**src/rtl/bus_ctrl.sv**
```systemverilog
// bus_ctrl: single-outstanding memory bus controller between the control
// unit and a handshaked memory. A request in IDLE is registered onto the
// memory bus, held through WAIT until MemAck or a bounded timeout, and closed
// by a one-cycle DONE that pulses Done (and BusErr on timeout).
module bus_ctrl #(
  parameter int unsigned WAITMAX = 8
) (
  input  logic        Clock,
  input  logic        nReset,
  input  logic        CpuRead,
  input  logic        CpuWrite,
  input  logic [15:0] CpuAddr,
  input  logic [15:0] CpuWData,
  output logic [15:0] CpuRData,
  output logic        Stall,
  output logic        Done,
  output logic        BusErr,
  output logic [15:0] MemAddr,
  output logic [15:0] MemWData,
  output logic        MemReq,
  output logic        MemWe,
  input  logic [15:0] MemRData,
  input  logic        MemAck
);

  typedef enum logic [1:0] {
    IDLE = 2'd0,
    WAIT = 2'd1,
    DONE = 2'd2
  } state_e;

  // Last counter value that is still allowed to wait; reaching it without an
  // acknowledge ends the transfer with a bus error.
  localparam logic [7:0] CNT_LAST = 8'(WAITMAX - 32'd1);

  state_e      state_q, state_d;
  logic [7:0]  cnt_q, cnt_d;
  logic [15:0] mem_addr_q, mem_addr_d;
  logic [15:0] mem_wdata_q, mem_wdata_d;
  logic [15:0] cpu_rdata_q, cpu_rdata_d;
  logic        mem_req_q, mem_req_d;
  logic        mem_we_q, mem_we_d;
  logic        done_q, done_d;
  logic        buserr_q, buserr_d;

  logic        req_s;
  logic        last_s;

  assign req_s  = CpuRead | CpuWrite;
  assign last_s = (cnt_q == CNT_LAST);

  // State register.
  always_ff @(posedge Clock or negedge nReset) begin
    if (!nReset) begin
      state_q <= IDLE;
    end else begin
      state_q <= state_d;
    end
  end

  // Next-state logic: acknowledge beats timeout, DONE always returns to IDLE.
  always_comb begin
    state_d = state_q;
    case (state_q)
      IDLE: begin
        if (req_s) begin
          state_d = WAIT;
        end else begin
          state_d = IDLE;
        end
      end
      WAIT: begin
        if (MemAck || last_s) begin
          state_d = DONE;
        end else begin
          state_d = WAIT;
        end
      end
      DONE:    state_d = IDLE;
      default: state_d = IDLE;
    endcase
  end

  // Output logic: Stall must already be high in the request cycle itself.
  always_comb begin
    Stall = 1'b0;
    case (state_q)
      IDLE:    Stall = req_s;
      WAIT:    Stall = 1'b1;
      DONE:    Stall = 1'b0;
      default: Stall = 1'b0;
    endcase
  end

  // Datapath next values: capture on request, complete on ack or timeout.
  always_comb begin
    cnt_d       = cnt_q;
    mem_addr_d  = mem_addr_q;
    mem_wdata_d = mem_wdata_q;
    cpu_rdata_d = cpu_rdata_q;
    mem_req_d   = mem_req_q;
    mem_we_d    = mem_we_q;
    done_d      = 1'b0;
    buserr_d    = 1'b0;
    case (state_q)
      IDLE: begin
        if (req_s) begin
          mem_addr_d  = CpuAddr;
          mem_wdata_d = CpuWData;
          mem_we_d    = CpuWrite;
          mem_req_d   = 1'b1;
          cnt_d       = 8'd0;
        end else begin
          mem_req_d   = 1'b0;
        end
      end
      WAIT: begin
        if (MemAck) begin
          if (!mem_we_q) begin
            cpu_rdata_d = MemRData;
          end else begin
            cpu_rdata_d = cpu_rdata_q;
          end
          mem_req_d = 1'b0;
          done_d    = 1'b1;
        end else if (last_s) begin
          if (!mem_we_q) begin
            cpu_rdata_d = 16'hFFFF;
          end else begin
            cpu_rdata_d = cpu_rdata_q;
          end
          mem_req_d = 1'b0;
          done_d    = 1'b1;
          buserr_d  = 1'b1;
        end else begin
          cnt_d = cnt_q + 8'd1;
        end
      end
      DONE: begin
        mem_req_d = 1'b0;
      end
      default: begin
        mem_req_d = 1'b0;
      end
    endcase
  end

  // Datapath registers.
  always_ff @(posedge Clock or negedge nReset) begin
    if (!nReset) begin
      cnt_q       <= 8'd0;
      mem_addr_q  <= 16'h0000;
      mem_wdata_q <= 16'h0000;
      cpu_rdata_q <= 16'h0000;
      mem_req_q   <= 1'b0;
      mem_we_q    <= 1'b0;
      done_q      <= 1'b0;
      buserr_q    <= 1'b0;
    end else begin
      cnt_q       <= cnt_d;
      mem_addr_q  <= mem_addr_d;
      mem_wdata_q <= mem_wdata_d;
      cpu_rdata_q <= cpu_rdata_d;
      mem_req_q   <= mem_req_d;
      mem_we_q    <= mem_we_d;
      done_q      <= done_d;
      buserr_q    <= buserr_d;
    end
  end

  assign CpuRData = cpu_rdata_q;
  assign MemAddr  = mem_addr_q;
  assign MemWData = mem_wdata_q;
  assign MemReq   = mem_req_q;
  assign MemWe    = mem_we_q;
  assign Done     = done_q;
  assign BusErr   = buserr_q;

endmodule

```
**config.mk**
```make
export PLATFORM = sky130hd
export DESIGN_NAME = bus_ctrl
export DESIGN_NICKNAME = d
export VERILOG_FILES = /design/src/rtl/bus_ctrl.sv
export SDC_FILE = /design/constraint.sdc
export NUM_CORES = 1
export LEC_CHECK = 0
export ABC_AREA = 1
export CAP_MARGIN = 20
export CORE_MARGIN = 2
export CORE_UTILIZATION = 43
export DETAILED_ROUTE_END_ITERATION = 6
export PLACE_DENSITY = 0.8
export SLEW_MARGIN = 10
export SYNTH_ARGS = -nofsm -noshare
export SYNTH_HDL_FRONTEND = slang
export SYNTH_SLANG_ARGS = --single-unit
```
**constraint.sdc**
```tcl
create_clock -name Clock -period 1.9 [get_ports Clock]
set_clock_uncertainty 0.2 [all_clocks]
set_input_delay 0.38 -clock Clock [delete_from_list [all_inputs] [get_ports Clock]]
set_output_delay 0.38 -clock Clock [all_outputs]
set_load 0.005 [all_outputs]
```
==> results.yml, run 1 <==
timing:
  fmax_mhz: 544
  tns_ns: 0
  whs_ns: 0.273
  worst_slew_pin_slew_ns: 0.332
  finalHoldViolCount: 0
  slew_headroom_pct: 77.9
  finalMaxSlewViolations: 0
  period_share_pct: 96.7
  setup_viol: 0
  setup_slack_ns: 0.0620
  fin_crit_ns: 1.84
  rsz0062_at_grt: "no"
grt:
  grt_pass1_vias: 2141
  globalRouteOverflowTotal: 0
  grt_usage_pct: 18.6
  grt_pass1_wl_um: 9700
  antenna_found_initial: 0
  grt_max_degree: 62
clock_network:
  htree_levels: 3
  clk_pin_slew_ns: 0.07
  clock_sinks: 61
  tritoncts: "done"
  numCtsBuffers: 9
  cts_root_buffer: "clkbuf_8"
  clock_latency_ns: 0.32
  cts_buffer_depth: 2
logic_synthesis:
  yosysWarnings: 0
  syn_inst: 237
  netlist_top_cells_area: "dfrtp_1 58%, mux2_2 14%, nand2_1 8.1%"
  synth_top_cell_by_area: "dfrtp_1"
  yosysTopAreaCellShare_pct: 57.9
  syn_nets: 291
  ys_seq_elements: 61
  ys_seq_area_share_pct: 57.9
  syn_area_um2: 2640
  yosysMostFrequentCell: "dfrtp_1"
  synth_area_per_cell_um2: 11.1
  synth-edff-count: 0
  ys_types: 26
  async_reset_ff_share_pct: 100
  ys.flop_type: "dfrtp_1"
  synth_common_cells: "61 x dfrtp_1, 57 x nand2_1, 32 x mux2_2"
power:
  leakage_nw: 1.79
  powerDensity_nw_per_um2: 1460
  total_power_mw: 5.92
  switchingPower_mw: 1.79
  p_int_mw: 4.12
  p_clk_share_pct: 17.0
  power_frac_comb_pct: 45.8
  seqPwrFrac_pct: 37.3
  swShare_pct: 30.3
  vdd_drop_max_v: 0.000971
setup_path:
  worstPathBufferInverterCount: 1
  crit_required_ns: 1.32
  crit_family: "buffers and inverters"
  crit-reg2reg-capture: "cnt_q[0]"
  worstRegToRegCells: 7
  reg2reg_slack_ns: 0.21
  reg2reg_from: "cnt_q[0]"
  cp-end-kind: "output port"
  criticalPathCategory: "reg -> out"
  critPathLaunch: "MemWe"
  crit_fanout: 3
  path_cells: "clkdlybuf4s50_1"
  arrival_ns: 1.26
  max_stage_delay_ns: 0.55
  start_kind: "flop"
  cpMaxStageDelayCell: "clkdlybuf4s50_1"
place:
  dp.final_hpwl_um: 4360
  place.port_buffers: 105
  gp_congestion: 0.821
  placed_area_um2: 3850
  place_ws_ns: -0.237
  numPlacedInstances: 420
routing:
  drt_iter0_markers: 86
  wirelength_um: 6040
  first_pass_iters: 4
  drc: 0
  ant_nets: 0
  post_drt_wl_per_cell_um: 13.8
  avgViaCountPerCell: 4.91
  num_vias: 2146
die:
  chipHeight_um: 82.3
  pin_count: 106
  core_area_um2: 5920
  rows: 28
  start_util_pct: 44.5
  die_x_um: 82.3
  die_area_um2: 6770
layout:
  utilization_pct: 68.3
  n_antenna_cell: 0
  syn_to_final_growth_pct: 53.3
  layout.nets: 411
  fillerInstances: 472
  final_area_um2: 4040
  drive_gt1_share_pct: 24.3
  fin_cells: 437
run_status:
  status: "finished clean"
min_path:
  min_path_cells: 2
  hp-class: "reg -> reg"
  min_from: "CpuRData[2]"
  holdPathEnd: "CpuRData[2]"
run:
  cap_violations: 0
power groups by stage:
stage	clock network (mW)	registers, mW	logic, mW
global placement	0	2.19	2.67
global route	1.10	2.28	2.96
floorplan	0	2.24	1.08
CTS	1.04	2.21	2.75
finish	1.00	2.20	2.71
detailed placement	0	2.22	2.73
how the worst max path moves through the flow:
stage	to	depth (start not counted)
floorplan	CpuRData[0]	7
global placement	Stall	4
detailed placement	Stall	4
CTS	Stall	6
global route	MemWe	1
finish	MemWe	1
logic make-up (layout without fill, tap and decap cells):
logic type | count (synthesis) | in the layout | synth area share (%)
mux | 32 | 32 | 13.7
compound gates | 10 | 10 | 2.56
simple gates | 109 | 109 | 20.1
fa+ha+maj | 1 | 1 | 0.475
buf+inv | 20 | 145 | 3.94
flops | 61 | 61 | 57.9
xor+xnor | 4 | 4 | 1.33
area by class of cell:
cell class	instances	area [um^2]	area share (%)
clock buffers	11	151	3.74
clock inverters	5	25.0	0.619
inverters	11	41.3	1.02
multi-input cells	156	1020	25.3
flip-flops and latches	61	1530	37.8
well taps	75	93.8	2.32
repair buffers	118	1180	29.3
registers in the layout (all words and copies together) (netlist names), 8 cells and up:
register and cells:
cnt_q 8, MemAddr 16, CpuRData 16, MemWData 16
repair_timing:
item / CTS / global route
hold endpoints to repair: 61 / 0
resized for setup: 8 / 2
setup buffers: 0 / 0
gates cloned: 0 / 0
hold buffers: 1 / 0
pin swaps: 1 / 0
endpoints found under the setup margin: 1 / 2
cell usage in the layout (no fill, tap or decap), types with 2 or more instances in the layout:
cell type        synthesis  final
clkdlybuf4s50_1          0    101
dfrtp_1                 61     61
nand2_1                 57     57
mux2_2                  32     32
or2_2                   16     16
nand4_1                 16     16
clkbuf_8                 0     11
inv_1                   10      9
nor2_1                   9      8
buf_4                    3      7
o21ai_0                  6      6
nand3_1                  5      5
clkinv_2                 0      5
buf_12                   0      3
nor2_4                   1      2
o21ai_4                  1      2
nand2_2                  2      2
xor2_1                   2      2
xnor2_1                  2      2
dlygate4sd2_1            0      2
buf_6                    2      2
routing by layer:
layer | up-vias | global-route usage [%] | share of wire, %
li1 | 1024 | - | -
met4 | 0 | 6.67 | 0.79
met3 | 7 | 5.87 | 7.3
met5 | - | 0 | 0
met1 | 1047 | 23.1 | 41
met2 | 68 | 30.5 | 51
No activity file was read; power rests on OpenSTA's default activity.
==> inputs of run 2 (changes only) <==
- SETUP_SLACK_MARGIN: unset -> 0.3
==> run 2 against run 1 <==
Setup slack gained 0.042 ns. Routed wire length is 17% higher. Register-to-register slack worse by 0.03 ns. Combinational power is 7% higher. Critical path type unchanged. Critical endpoint is now Stall.
==> results.yml, run 2 (synthesis results as in run 1) <==
run_status:
  status: "finished clean"
routing:
  post_drt_wl_per_cell_um: 15.1
  dr_wl_met3_um: 489
  num_vias: 2318
  ant_nets: 0
  wl_met1_um: 2880
  wirelength_um: 7050
  drc: 0
  met2_wirelength_um: 3670
  drt_iter0_markers: 70
  first_pass_iters: 4
  avgViaCountPerCell: 4.96
  routed.top_layer: "met4"
min_path:
  hp-class: "reg -> reg"
setup_path:
  crit_required_ns: 1.32
  start_kind: "flop"
  cpMaxStageDelayCell: "dfrtp_1"
  criticalPathCategory: "reg -> out"
  path_cells: "buf_6, inv_2, nor2_4, inv_1, nand2_1, buf_2"
  arrival_ns: 1.22
  crit_fanout: 2
  cp-end-kind: "output port"
  worstPathBufferInverterCount: 4
  max_stage_delay_ns: 0.42
  crit_family: "flip-flops"
  reg2reg_slack_ns: 0.18
die:
  rows: 28
  start_util_pct: 44.5
  pin_count: 106
  die_area_um2: 6770
  chipHeight_um: 82.3
  core_area_um2: 5920
  die_x_um: 82.3
grt:
  grt_pass1_wl_um: 10300
  globalRouteOverflowTotal: 0
  grt_usage_pct: 20.4
  grt_pass1_vias: 2187
  grt_max_degree: 62
  antenna_found_initial: 0
clock_network:
  cts_root_buffer: "clkbuf_8"
  clk_pin_slew_ns: 0.07
  clock_sinks: 61
  clock_latency_ns: 0.33
  cts_buffer_depth: 2
  tritoncts: "done"
  htree_levels: 3
  numCtsBuffers: 9
layout:
  final_cell_mix: "60 x dfrtp_1, 50 x clkdlybuf4s50_1, 47 x nand2_1, 32 x mux2_2, 30 x buf_4"
  layout.nets: 441
  syn_to_final_growth_pct: 68.0
  drive_gt1_share_pct: 34.4
  n_antenna_cell: 0
  fillerInstances: 421
  utilization_pct: 74.8
  final_common_cell: "dfrtp_1"
  fin_cells: 467
place:
  gp_congestion: 0.770
  place.port_buffers: 105
  numPlacedInstances: 421
  dp.final_hpwl_um: 4550
power:
  vdd_drop_max_v: 0.000789
  total_power_mw: 6.68
  powerDensity_nw_per_um2: 1510
  leakage_nw: 2.05
timing:
  whs_ns: 0.282
  fin_crit_ns: 1.80
  period_share_pct: 94.5
  slew_headroom_pct: 77.8
  worst_slew_pin_slew_ns: 0.334
  setup_viol: 0
  fmax_mhz: 557
  finalHoldViolCount: 0
  rsz0062_at_grt: "yes"
  finalMaxSlewViolations: 0
run:
  cap_violations: 0
[run 2: cell count changes in the layout (fill, tap and decap cells not counted), sizes merged]
cell           delta
dlygate4sd2      +27
clkbuf            -1
clkinv            -4
bufinv            +4
buf              +30
clkdlybuf4s15    +23
clkinvlp          +1
clkdlybuf4s50    -51
nand3             +1
[run 2: final timing paths]
path                                  from           to  cells past startpoint
worst max-delay path            state_q[0]        Stall                      6
max in group asynchronous           nReset     cnt_q[5]                      3
worst min-delay path                MemReq       MemReq                      2
worst max register to register  state_q[0]     cnt_q[5]                      8
worst min register to register      MemReq       MemReq                      2
min in group asynchronous           nReset  CpuRData[8]                      3
[run 2: layout make-up]
| cell class | instances | area (um^2) | share of cell area, % |
|---|---|---|---|
| clock buffers | 10 | 138 | 3.11 |
| repair buffers | 147 | 1400 | 31.7 |
| well taps | 75 | 93.8 | 2.12 |
| flip-flops and latches | 61 | 1530 | 34.5 |
| clock inverters | 6 | 134 | 3.02 |
| multi-input cells | 157 | 1090 | 24.6 |
| inverters | 11 | 45.0 | 1.02 |
[run 2: repair_timing]
action | in CTS | in global routing
gates resized for setup | 73 | 41
endpoints found under the hold margin | 61 | 0
hold buffers | 1 | 0
endpoints found under the setup margin | 104 | 83
buffers inserted | 10 | 16
gates cloned | 2 | 1
pin swaps | 3 | 7
[run 2: worst min-delay path, cell delays in order, from the launching register on]
cell and delay (ns):
dfrtp_1 0.35, nand2_1 0.06, nand2_1 0.05
[run 2: where the power goes]
part / internal (mW) / switching [mW]
Sequential: 1.88 / 0.334
Combinational: 1.74 / 1.18
Clock: 1.04 / 0.505
[run 2: layer usage]
| metal | up-vias | GRT usage, % |
|---|---|---|
| li1 | 1090 | - |
| met1 | 1147 | 24.9 |
| met2 | 79 | 34.1 |
| met3 | 2 | 6.85 |
| met4 | 0 | 6.00 |
| met5 | - | 0 |
[run 2: per-stage QoR]
step / setup TNS (ns) / setup slack (ns) / area, um^2
2_1_floorplan: 0 / 0.313 / 2640
3_3_place_gp: -5.65 / -0.243 / 3860
3_5_place_dp: -6.36 / -0.257 / 3860
4_1_cts: 0 / 0.104 / 4200
5_1_grt: 0 / 0.00761 / 4430
6_report: 0 / 0.104 / 4430
==> inputs of run 3 (changes only) <==
- CORE_ASPECT_RATIO: unset -> 1.25
==> run 3 against run 2 <==
Via count down 2.5%. Routed wire length down 1.7%. Setup slack improved by 0.0037 ns. Cell count shrank 0.21%. Sequential share of layout area up 0.17 points. Die area about the same. Maximum frequency increased by 0.21%. Combinational power barely moved. Final area fell by 0.40%. Clock-buffer cell count grew 2. Critical endpoint unchanged.
==> results.yml, run 3 (synthesis results as in run 1) <==
place:
  dp.final_hpwl_um: 4610
  place.port_buffers: 105
  place_ws_ns: -0.260
  gp_congestion: 0.862
  placed_area_um2: 3900
routing:
  post_drt_wl_per_cell_um: 14.9
  wirelength_um: 6930
  first_pass_iters: 5
  avgViaCountPerCell: 4.85
  ant_nets: 0
  drt_iter0_markers: 156
  drc: 0
  num_vias: 2261
timing:
  slew_headroom_pct: 75.1
  period_share_pct: 94.3
  setup_slack_ns: 0.108
  fin_crit_ns: 1.79
  rsz0062_at_grt: "yes"
  fmax_mhz: 558
  finalHoldViolCount: 0
  finalMaxSlewViolations: 0
  setup_viol: 0
  worst_slew_pin_slew_ns: 0.372
  whs_ns: 0.263
layout:
  final_cell_mix: "59 x dfrtp_1, 49 x clkdlybuf4s50_1, 41 x nand2_1, 35 x dlygate4sd2_1, 32 x mux2_2"
  fillerInstances: 406
  syn_to_final_growth_pct: 67.3
  n_antenna_cell: 0
  final_common_cell: "dfrtp_1"
  drive_gt1_share_pct: 35.4
  layout.nets: 434
  utilization_pct: 75.3
  final_area_um2: 4410
setup_path:
  reg2reg_from: "cnt_q[6]"
  path_cells: "buf_6, nor2_4, inv_2, nand2_1, buf_2"
  critPathLaunch: "Done"
  worstPathBufferInverterCount: 3
  crit_family: "flip-flops"
  worstRegToRegCells: 6
  cp-end-kind: "output port"
  start_kind: "flop"
  arrival_ns: 1.21
  crit_required_ns: 1.32
  crit-reg2reg-capture: "CpuRData[9]"
  crit_fanout: 2
  max_stage_delay_ns: 0.42
  criticalPathCategory: "reg -> out"
  reg2reg_slack_ns: 0.22
  cpMaxStageDelayCell: "dfrtp_1"
grt:
  antenna_found_initial: 0
  globalRouteOverflowTotal: 0
  grt_pass1_vias: 2234
  grt_pass1_wl_um: 10500
  grt_usage_pct: 20.5
  grt_max_degree: 21
clock_network:
  htree_levels: 3
  clk_pin_slew_ns: 0.07
  clock_latency_ns: 0.34
  tritoncts: "done"
  numCtsBuffers: 9
  cts_root_buffer: "clkbuf_8"
  clock_sinks: 61
  cts_buffer_depth: 2
die:
  die_x_um: 74.0
  chipHeight_um: 91.5
  pin_count: 106
  core_area_um2: 5860
  start_util_pct: 45.0
  rows: 31
  die_area_um2: 6780
power:
  powerDensity_nw_per_um2: 1470
  leakage_nw: 2.01
  total_power_mw: 6.47
  vdd_drop_max_v: 0.000853
run_status:
  status: "finished clean"
min_path:
  hp-class: "in -> async"
run:
  cap_violations: 0
-- run 3: cell count changes in the layout (fill, tap and decap cells not counted), sizes merged, moves of 2 or more --
cell           before  now
bufinv              4    2
clkdlybuf4s15      23   18
clkinv              2    0
clkbuf             11   13
dlygate4sd2        29   35
buf                43   36
-- run 3: metal layers --
metal | vias up | track usage [%] | routed length [um]
met5 | - | 0 | 0
met4 | 0 | 9.39 | 87
met3 | 7 | 5.77 | 395
met2 | 79 | 35.0 | 3770
met1 | 1097 | 22.9 | 2680
li1 | 1078 | - | -
-- run 3: worst max path at each step --
stage                     slack, ns  cells past startpoint     endpoint
final                          0.11                      5        Stall
after global routing           0.06                      5        Stall
after CTS                      0.09                      5        Stall
after detailed placement      -0.26                      4        Stall
after global placement        -0.25                      4        Stall
after floorplan                0.31                      7  CpuRData[0]
-- run 3: through the flow --
step / std cells / setup TNS (ns)
finish: 466 / 0
global placement: 429 / -5.10
floorplan: 237 / 0
global route: 466 / 0
detailed placement: 429 / -6.02
CTS: 454 / 0
-- run 3: cell type report --
cell class	instances	area (um^2)	area share [%]
Timing Repair Buffer	140	1390	31.5
Clock buffer	12	165	3.74
Tap cell	82	103	2.33
Multi-Input combinational cell	157	1110	25.2
Clock inverter	3	67.6	1.53
Sequential cell	61	1530	34.7
Inverter	11	45.0	1.02
-- run 3: where the power goes --
group / internal (mW) / switching [mW] / leakage (nW) / total (mW)
sequential: 1.89 / 0.322 / 0.737 / 2.21
clock: 0.838 / 0.483 / 0.115 / 1.32
combinational: 1.73 / 1.21 / 1.16 / 2.94
total: 4.46 / 2.01 / 2.01 / 6.47
-- run 3: repair_timing --
action,in CTS,in global routing
endpoints found under the setup margin,111,52
endpoints found under the hold margin,46,0
gates cloned,2,1
hold buffers,1,0
resized for setup,76,48
pin swaps,4,7
setup buffers,7,11
